===== src/rtl/hps_reset_pulse_sequencer.sv =====
// Edge-to-pulse sequencer for FPGA-to-HPS reset requests: synchronises request levels,
// detects configured edges and emits stretched, optionally priority-serialised pulses.
module hps_reset_pulse_sequencer #(
  parameter int                            NUM_CH                = 3,
  parameter int                            PULSE_EXT_W           = 6,
  parameter logic [NUM_CH*PULSE_EXT_W-1:0] PULSE_EXT             = {6'd32, 6'd2, 6'd6},
  parameter logic [NUM_CH*2-1:0]           EDGE_TYPE             = {2'b01, 2'b01, 2'b01},
  parameter logic [NUM_CH-1:0]             IGNORE_RST_WHILE_BUSY = {NUM_CH{1'b1}},
  parameter int                            SYNC_STAGES           = 2,
  parameter bit                            EXCLUSIVE             = 1'b1,
  parameter int                            GAP_CYCLES            = 4
) (
  input  logic              clk,
  input  logic              rst_n,
  input  logic [NUM_CH-1:0] signal_in,
  output logic [NUM_CH-1:0] pulse_out,
  output logic [NUM_CH-1:0] pulse_out_n,
  output logic [NUM_CH-1:0] pending,
  output logic              busy,
  output logic [NUM_CH-1:0] dropped,
  input  logic              clear_dropped
);

  localparam int SYNC_N = (SYNC_STAGES < 2) ? 2 : SYNC_STAGES;
  localparam int GAP_W  = (GAP_CYCLES > 2) ? $clog2(GAP_CYCLES) : 1;
  localparam int IDX_W  = (NUM_CH > 1) ? $clog2(NUM_CH) : 1;
  localparam logic [GAP_W-1:0] GAP_LOAD = GAP_W'((GAP_CYCLES > 0) ? GAP_CYCLES - 1 : 0);

  typedef enum logic [1:0] {
    ST_IDLE   = 2'b00,
    ST_ACTIVE = 2'b01,
    ST_GAP    = 2'b10
  } state_t;

  logic [SYNC_N-1:0][NUM_CH-1:0]      sync_q, sync_d;
  logic [NUM_CH-1:0]                  prev_q, prev_d;
  logic [NUM_CH-1:0]                  pending_q, pending_d;
  logic [NUM_CH-1:0]                  pulse_q, pulse_d;
  logic [NUM_CH-1:0]                  pulse_n_q, pulse_n_d;
  logic [NUM_CH-1:0]                  dropped_q, dropped_d;
  logic                               busy_q, busy_d;
  logic [NUM_CH-1:0][PULSE_EXT_W-1:0] cnt_q, cnt_d, cnt_run_s;
  logic [GAP_W-1:0]                   gap_q, gap_d;
  state_t                             state_q, state_d, state_rst_s;
  logic [IDX_W-1:0]                   act_idx_q, act_idx_d, pri_idx_s;
  logic [NUM_CH-1:0]                  edge_s, end_s, pulse_run_s, pulse_keep_s, start_s;
  logic                               act_end_s;

  function automatic logic edge_hit(input logic [1:0] et, input logic cur, input logic prv);
    logic hit;
    case (et)
      2'b01:   hit = cur & ~prv;
      2'b10:   hit = ~cur & prv;
      2'b11:   hit = cur ^ prv;
      default: hit = 1'b0;
    endcase
    return hit;
  endfunction

  // Counter load value: a pulse of length L needs L-1 further cycles; 0 and 1 both give one cycle.
  function automatic logic [PULSE_EXT_W-1:0] load_val(input int ch);
    logic [PULSE_EXT_W-1:0] len;
    len = PULSE_EXT[ch*PULSE_EXT_W +: PULSE_EXT_W];
    return (len == {PULSE_EXT_W{1'b0}}) ? {PULSE_EXT_W{1'b0}} : len - PULSE_EXT_W'(1);
  endfunction

  always_comb begin
    edge_s      = {NUM_CH{1'b0}};
    end_s       = {NUM_CH{1'b0}};
    pulse_run_s = pulse_q;
    cnt_run_s   = cnt_q;
    for (int i = 0; i < NUM_CH; i++) begin
      edge_s[i] = edge_hit(EDGE_TYPE[2*i +: 2], sync_q[SYNC_N-1][i], prev_q[i]);
      end_s[i]  = pulse_q[i] && (cnt_q[i] == {PULSE_EXT_W{1'b0}});
      if (end_s[i]) begin
        pulse_run_s[i] = 1'b0;
      end else if (pulse_q[i]) begin
        cnt_run_s[i] = cnt_q[i] - PULSE_EXT_W'(1);
      end else begin
        cnt_run_s[i] = cnt_q[i];
      end
    end
    pulse_keep_s = pulse_run_s & IGNORE_RST_WHILE_BUSY;
  end

  always_comb begin
    pri_idx_s = {IDX_W{1'b0}};
    act_end_s = 1'b0;
    for (int i = NUM_CH - 1; i >= 0; i--) begin
      pri_idx_s = pending_q[i] ? IDX_W'(i) : pri_idx_s;
    end
    for (int i = 0; i < NUM_CH; i++) begin
      act_end_s = act_end_s | (end_s[i] && (act_idx_q == IDX_W'(i)));
    end
  end

  // Arbiter: starts are only granted from a registered IDLE, so entering IDLE never starts a pulse.
  always_comb begin
    state_d   = state_q;
    act_idx_d = act_idx_q;
    gap_d     = gap_q;
    start_s   = {NUM_CH{1'b0}};
    if (!EXCLUSIVE) begin
      start_s = pending_q;
    end else begin
      case (state_q)
        ST_IDLE: begin
          if (|pending_q) begin
            state_d   = ST_ACTIVE;
            act_idx_d = pri_idx_s;
            for (int i = 0; i < NUM_CH; i++) begin
              start_s[i] = (pri_idx_s == IDX_W'(i));
            end
          end else begin
            state_d = ST_IDLE;
          end
        end
        ST_ACTIVE: begin
          if (act_end_s) begin
            if (GAP_CYCLES == 0) begin
              state_d = ST_IDLE;
            end else begin
              state_d = ST_GAP;
              gap_d   = GAP_LOAD;
            end
          end else begin
            state_d = ST_ACTIVE;
          end
        end
        ST_GAP: begin
          if (gap_q == {GAP_W{1'b0}}) begin
            state_d = ST_IDLE;
          end else begin
            gap_d = gap_q - GAP_W'(1);
          end
        end
        default: begin
          state_d = ST_IDLE;
        end
      endcase
    end
  end

  always_comb begin
    sync_d    = {sync_q[SYNC_N-2:0], signal_in};
    prev_d    = sync_q[SYNC_N-1];
    pulse_d   = pulse_run_s;
    cnt_d     = cnt_run_s;
    pending_d = pending_q;
    dropped_d = clear_dropped ? {NUM_CH{1'b0}} : dropped_q;
    for (int i = 0; i < NUM_CH; i++) begin
      if (edge_s[i] && (pending_q[i] || pulse_q[i])) begin
        dropped_d[i] = 1'b1;
      end else if (edge_s[i]) begin
        pending_d[i] = 1'b1;
      end else begin
        pending_d[i] = pending_q[i];
      end
      if (start_s[i]) begin
        pulse_d[i]   = 1'b1;
        cnt_d[i]     = load_val(i);
        pending_d[i] = 1'b0;
      end else begin
        cnt_d[i] = cnt_run_s[i];
      end
    end
    pulse_n_d   = ~pulse_d;
    busy_d      = (|pulse_d) || (state_d == ST_GAP);
    state_rst_s = (EXCLUSIVE && (|pulse_keep_s)) ? ST_ACTIVE : ST_IDLE;
  end

  // Masked channels with a live pulse keep counting through reset; everything else clears.
  always_ff @(posedge clk) begin
    if (!rst_n) begin
      sync_q    <= {(SYNC_N*NUM_CH){1'b0}};
      prev_q    <= {NUM_CH{1'b0}};
      pending_q <= {NUM_CH{1'b0}};
      dropped_q <= {NUM_CH{1'b0}};
      gap_q     <= {GAP_W{1'b0}};
      pulse_q   <= pulse_keep_s;
      pulse_n_q <= ~pulse_keep_s;
      busy_q    <= |pulse_keep_s;
      state_q   <= state_rst_s;
      act_idx_q <= act_idx_q;
      for (int i = 0; i < NUM_CH; i++) begin
        cnt_q[i] <= IGNORE_RST_WHILE_BUSY[i] ? cnt_run_s[i] : {PULSE_EXT_W{1'b0}};
      end
    end else begin
      sync_q    <= sync_d;
      prev_q    <= prev_d;
      pending_q <= pending_d;
      dropped_q <= dropped_d;
      gap_q     <= gap_d;
      pulse_q   <= pulse_d;
      pulse_n_q <= pulse_n_d;
      busy_q    <= busy_d;
      state_q   <= state_d;
      act_idx_q <= act_idx_d;
      cnt_q     <= cnt_d;
    end
  end

  assign pulse_out   = pulse_q;
  assign pulse_out_n = pulse_n_q;
  assign pending     = pending_q;
  assign busy        = busy_q;
  assign dropped     = dropped_q;

endmodule


===== config.mk =====
export PLATFORM = sky130hd
export DESIGN_NAME = hps_reset_pulse_sequencer
export DESIGN_NICKNAME = d
export VERILOG_FILES = /design/src/rtl/hps_reset_pulse_sequencer.sv
export SDC_FILE = /design/constraint.sdc
export NUM_CORES = 1
export LEC_CHECK = 0
export BUFFER_PORTS_ARGS = -buffer_cell sky130_fd_sc_hd__buf_2
export CORE_UTILIZATION = 55
export DETAILED_ROUTE_END_ITERATION = 6
export GPL_TIMING_DRIVEN = 0
export MAX_ROUTING_LAYER = met4
export PLACE_DENSITY = 0.83
export SLEW_MARGIN = 20
export SYNTH_ARGS = -nofsm -noshare
export SYNTH_HDL_FRONTEND = slang
export SYNTH_SLANG_ARGS = --single-unit

===== constraint.sdc =====
create_clock -name clk -period 2.1 [get_ports clk]
set_input_delay 0.105 -clock clk [delete_from_list [all_inputs] [get_ports clk]]
set_output_delay 0.105 -clock clk [all_outputs]
set_load 0.02 [all_outputs]

Yosys cells after proc, flatten, opt, wreduce, memory -nomap -nowiden:

Cells that the tools add are included.

* flip-flop bits (word level): 46
* memories: 0
* bits in latches: 0
* output and inout bits: 13
* memory bits (read-only): 0
* bits in writable memories: 0
* word-level logic and storage cells: 117
* bits of input ports: 6

* reduce and logical (&&, ||, !) cells: 35
* magnitude comparators: 0
* multiply operators: 0
* shift operators: 0
* add/subtract/negate cells: 4
* equality and inequality tests: 9
* div/mod/pow operators: 0
* bitwise gates (word level): 14
* multiplexer cells: 37

Operators by type and width (number)
* $mux 6: 9
* $logic_not 6->1: 3
* $mux 18: 1
* $sub 6x1->6 const B: 3
* $mux 2: 8
* $mux 3: 5
* $mux 1: 12
* $logic_and 1x1->1: 9
* $reduce_or 3->1: 3
* $eq 2x2->1 const B: 4
* $logic_not 2->1: 4
* $reduce_bool 2->1: 4
* $not 1->1: 7
* $eq 2x1->1 const B: 3
* $not 3->3: 2
* $pmux 2 s3: 1
* $reduce_and 2->1: 3
* $reduce_and 3->1: 2
* $reduce_or 2->1: 3
* $logic_or 1x1->1: 4
* $ne 2x2->1 const B: 2
* $pmux 2 s2: 1
* $and 1x1->1: 3
* $or 1x1->1: 2
* $sub 2x1->2 const B: 1

Longest topological paths before layout:

* depth in word-level cells: 10
* depth in mapped cells: 6
* mapped depth without buffers: 6

Worst setup path after synthesis:

No wires, ideal clock.

* path kind: flip-flop to flip-flop
* from: register cnt_q[12] (netlist bit)
* to: register state_q[0]
* arrival time: 1523 ps
* stages on the path, launching flop included: 7
* path slack: 448 ps
* period minus slack after synthesis: 1652 ps
* path buffers: 0
* cell sequence: dfxtp_1 > inv_1 > ha_1 > or4b_4 > o21a_4 > nor4_4 > o22ai_1

* word-level cells in the longest chain between the ends: 7
* elaborated cells on any way between the ends: 10
* classes of those cells: mux (5); bitwise (1); reduce/logical (4)

Ends and longest elaborated chain
* start, declared: line 42 `logic [NUM_CH-1:0][PULSE_EXT_W-1:0] cnt_q, cnt_d, cnt_run_s;`
* start signal, assigned by index: line 186 `cnt_q[i] <= IGNORE_RST_WHILE_BUSY[i] ? cnt_run_s[i] : {PULSE_EXT_W{1'b0}};`
* start signal, assigned: line 199 `cnt_q <= cnt_d;`
* $logic_not 6->1 (*): line 74 `end_s[i] = pulse_q[i] && (cnt_q[i] == {PULSE_EXT_W{1'b0}});`
* $logic_and 1x1->1 (*): line 74
* $logic_and 1x1->1: line 93 `act_end_s = act_end_s | (end_s[i] && (act_idx_q == IDX_W'(i)));`
* $or 1x1->1: line 93
* $mux 2: line 119 `if (act_end_s) begin`
* $pmux 2 s3: line 106 `case (state_q)`
* $mux 2 (*): line 174 `if (!rst_n) begin`
* end signal, assigned: line 183 `state_q <= state_rst_s;`
* end signal, assigned: line 197 `state_q <= state_d;`
* end, declared: line 44 `state_t state_q, state_d, state_rst_s;`

Every way passes the cells marked *; elsewhere a longest branch is shown, timed or not.
A chain may end at the register's enable or synchronous reset.

Worst setup path after layout:

* from: register cnt_q[12] (netlist bit)
* to: register gap_q[1]

* word-level cells in the longest chain between the ends: 6

Ends and longest elaborated chain
* $logic_not 6->1: line 74
* $logic_and 1x1->1: line 74
* $logic_and 1x1->1: line 93
* $or 1x1->1: line 93
* $ne 2x2->1 (no source line)
* $reduce_and 3->1 (no source line)
* end signal, assigned: line 179 `gap_q <= {GAP_W{1'b0}};`
* end signal, assigned: line 193 `gap_q <= gap_d;`
* end, declared: line 43 `logic [GAP_W-1:0] gap_q, gap_d;`

No other way between the ends.

==> reports/qor.txt <==
Synth top area share: 46.3%
Synth area leader: dfxtp_1
fin crit period: 1.87 ns
Die Y: 60.8 um
CP startpoint kind: flip-flop
Final Max Tran Viols: 0
crit end category: flip-flop
YS warnings: 0
clock root buffer: clkbuf_4
Synth Register Bits: 46
antenna cells: 0
DR vias/cell: 5.33
Die Width: 60.8 um
sequential share of the synthesized area: 49.5%
worst skew pair latency: 0.37 ns
Layout area overhead: 13.8%
nets@finish: 245
Yosys cell types: 41
Core ar.: 3150 um^2
GR Overflow Total: 0
# clock sinks: 46
DP HPWL: 2.39 mm
I/O pins: 19
maximum clock path buffer count: 2
Main synth FF type: dfxtp_1
effective utilization at floorplan: 60.3%
reg-to-reg endpoint: gap_q[1]
worst slew pin tran: 0.649 ns
max-cap viol count: 0
power per cell area: 1310 nW/um^2
TritonCTS Buffers: 5
largest net degree at the start of global routing: 17
reg2reg setup slack: 0.23 ns
Hold Fails Final Rpt: 0
Max Clock Skew: 0.00880 ns
TritonRoute pass-1 iters: 4
WL per Instance: 12.6 um
relative slew slack: 56.8%
peak supply drop: 0.000686 V
final core occ: 68.6%
# setup viols final: 0
Worst EP arrival: 2.15 ns
Die ar.: 3690 um^2
run status: finished clean
Post-synth ARST share: 0%
Final ANT Viol Nets: 0
CTS tree: done
Critical path origin: cnt_q[12]
Fill cells: 277
Setup crit end: gap_q[1]
final hold slack: 0.456 ns
critical path class: reg -> reg
detailed-route via count: 1,483
unrepaired setup endpoints after global routing: false
H-tree levels: 2
Starting DRT DRC Count: 79
post-route cell area: 2160 um^2
cells on worst reg2reg path: 6
Highest Clock Rate: 536 MHz
Post-CTS Setup Inserts: 0
Max FO, Critical Path: 4
fraction of layout cells with a size suffix above 1: 14.1%
Setup TNS: 0 ns
largest cells by area after synthesis: dfxtp_1, and2_1, a21oi_1
initial antenna violation count: 0
Post-Place Cell Area: 2050 um^2
number of buffers added on ports: 18
row count: 20
Hold Path Class: reg -> reg
WP data required: 2.38 ns
Leak Pwr: 0.922 nW
post-synthesis instance area: 1900 um^2
Worst-path clk slew: 0.14 ns
synthesized instance count: 203
R2R Path Start: cnt_q[12]
DRC: 0
EDFF count, synth: 2
gr usage total: 22.7%
first-pass GRT wire length: 5.83 mm
RePlAce Congestion: 0.801
number of global-route vias before repair: 1,368
Post-Syn Area per Cell: 9.36 um^2
Post-Syn Nets: 215
total wire length: 3.49 mm
period utilisation layout: 88.8%
==> worst max-delay path, cell delays in order (launching register included) <==
cell	delay, ns
dfxtp_1	0.35
inv_1	0.08
ha_1	0.18
nor4b_1	0.46
a32o_1	0.24
a31oi_1	0.17
a221oi_1	0.29
==> synthesized netlist by cell type, drive strengths merged (2+ instances only) <==
library cell   n
nand3b         2
inv           18
nand2b         3
nor2          15
a21oi         16
nor2b          5
a211oi         4
nor3           6
o21ai          8
nand2         19
nor3b          8
dfxtp         44
clkbuf         2
nor4b          2
or3            2
xnor2          6
ha             6
edfxtp         2
nand3          2
and2          13
or4b           3
==> logic make-up after synthesis <==
logic type | count (synthesis) | share of synthesized area [%]
and+or+nand+nor | 84 | 25.9
DFF | 46 | 49.5
AOI/OAI and AO/OA | 38 | 12.7
buffers and inverters | 21 | 4.15
xor gates and xnor gates | 7 | 3.23
adders and majority gates | 6 | 3.95
muxes | 1 | 0.527
==> state kept, by name (all words and copies together), names as in the netlist <==
| register | flops |
|---|---|
| state_q | 2 |
| pending | 3 |
| dropped | 3 |
| cnt_q | 18 |
| sync_d | 3 |
| pulse_out_n | 3 |
| prev_d | 3 |
| prev_q | 3 |
| act_idx_q | 2 |
| pulse_out | 3 |
| busy | 1 |
| gap_q | 2 |
==> per-layer routing <==
layer	routed length [um]	GRT usage [%]
met1	1580	25.3
met2	1720	37.5
met3	139	7.89
met4	54	8.12
met5	0	-
==> layout by cell type (no fill, tap or decap), types with 2 or more instances in the layout <==
cell           count
a211oi_1           4
a21oi_1           16
and2_1            13
buf_2             18
clkbuf_1           2
clkbuf_4           5
dfxtp_1           44
dlygate4sd3_1      5
edfxtp_1           2
ha_1               6
inv_1             18
nand2_1           19
nand2b_1           3
nand3_1            2
nand3b_1           2
nor2_1            15
nor2b_1            5
nor3_1             6
nor3b_1            5
nor3b_2            3
nor4b_1            2
o21ai_0            7
or3_1              2
or4b_1             2
xnor2_1            6
==> stage by stage <==
stage | power [mW] | worst slack [ns] | instances
floorplan | 2.13 | 0.448 | 203
global placement | 2.35 | 0.291 | 265
detailed placement | 2.39 | 0.239 | 265
CTS | 2.84 | 0.214 | 278
global route | 3.04 | 0.0610 | 278
finish | 2.83 | 0.235 | 278
==> area by class of cell <==
class                   count  area (um^2)  area share, %
plain buffers               2         7.51          0.347
well taps                  44         55.1           2.54
inverters                  19         71.3           3.30
multi-input cells         136          886           40.9
repair buffers             23          140           6.48
clock buffers               5         37.5           1.74
clock inverters             3         25.0           1.16
flip-flops and latches     46          941           43.5
==> power by group <==
group | total, mW | switching [mW] | internal (mW)
registers | 1.40 | 0.254 | 1.15
logic | 0.985 | 0.543 | 0.442
clock network | 0.437 | 0.300 | 0.137
total | 2.83 | 1.10 | 1.73
==> worst min-delay path by stage <==
stage                       startpoint         to  slack, ns  cells after the start
final                        sync_d[3]  prev_d[0]       0.46                      1
after global routing      signal_in[0]  sync_d[3]       0.45                      3
after CTS                    sync_d[5]  prev_d[2]       0.45                      1
after detailed placement  signal_in[2]  sync_d[5]       0.32                      2
after global placement    signal_in[2]  sync_d[5]       0.31                      2
after floorplan           signal_in[0]  sync_d[3]       0.23                      1
==> repair_timing <==
item	in CTS	in global routing
endpoints found under the setup margin	0	2
hold buffers	5	0
resized for setup	0	1
hold endpoints to repair	5	0
Note: power is estimated with default switching activity, not from simulation.
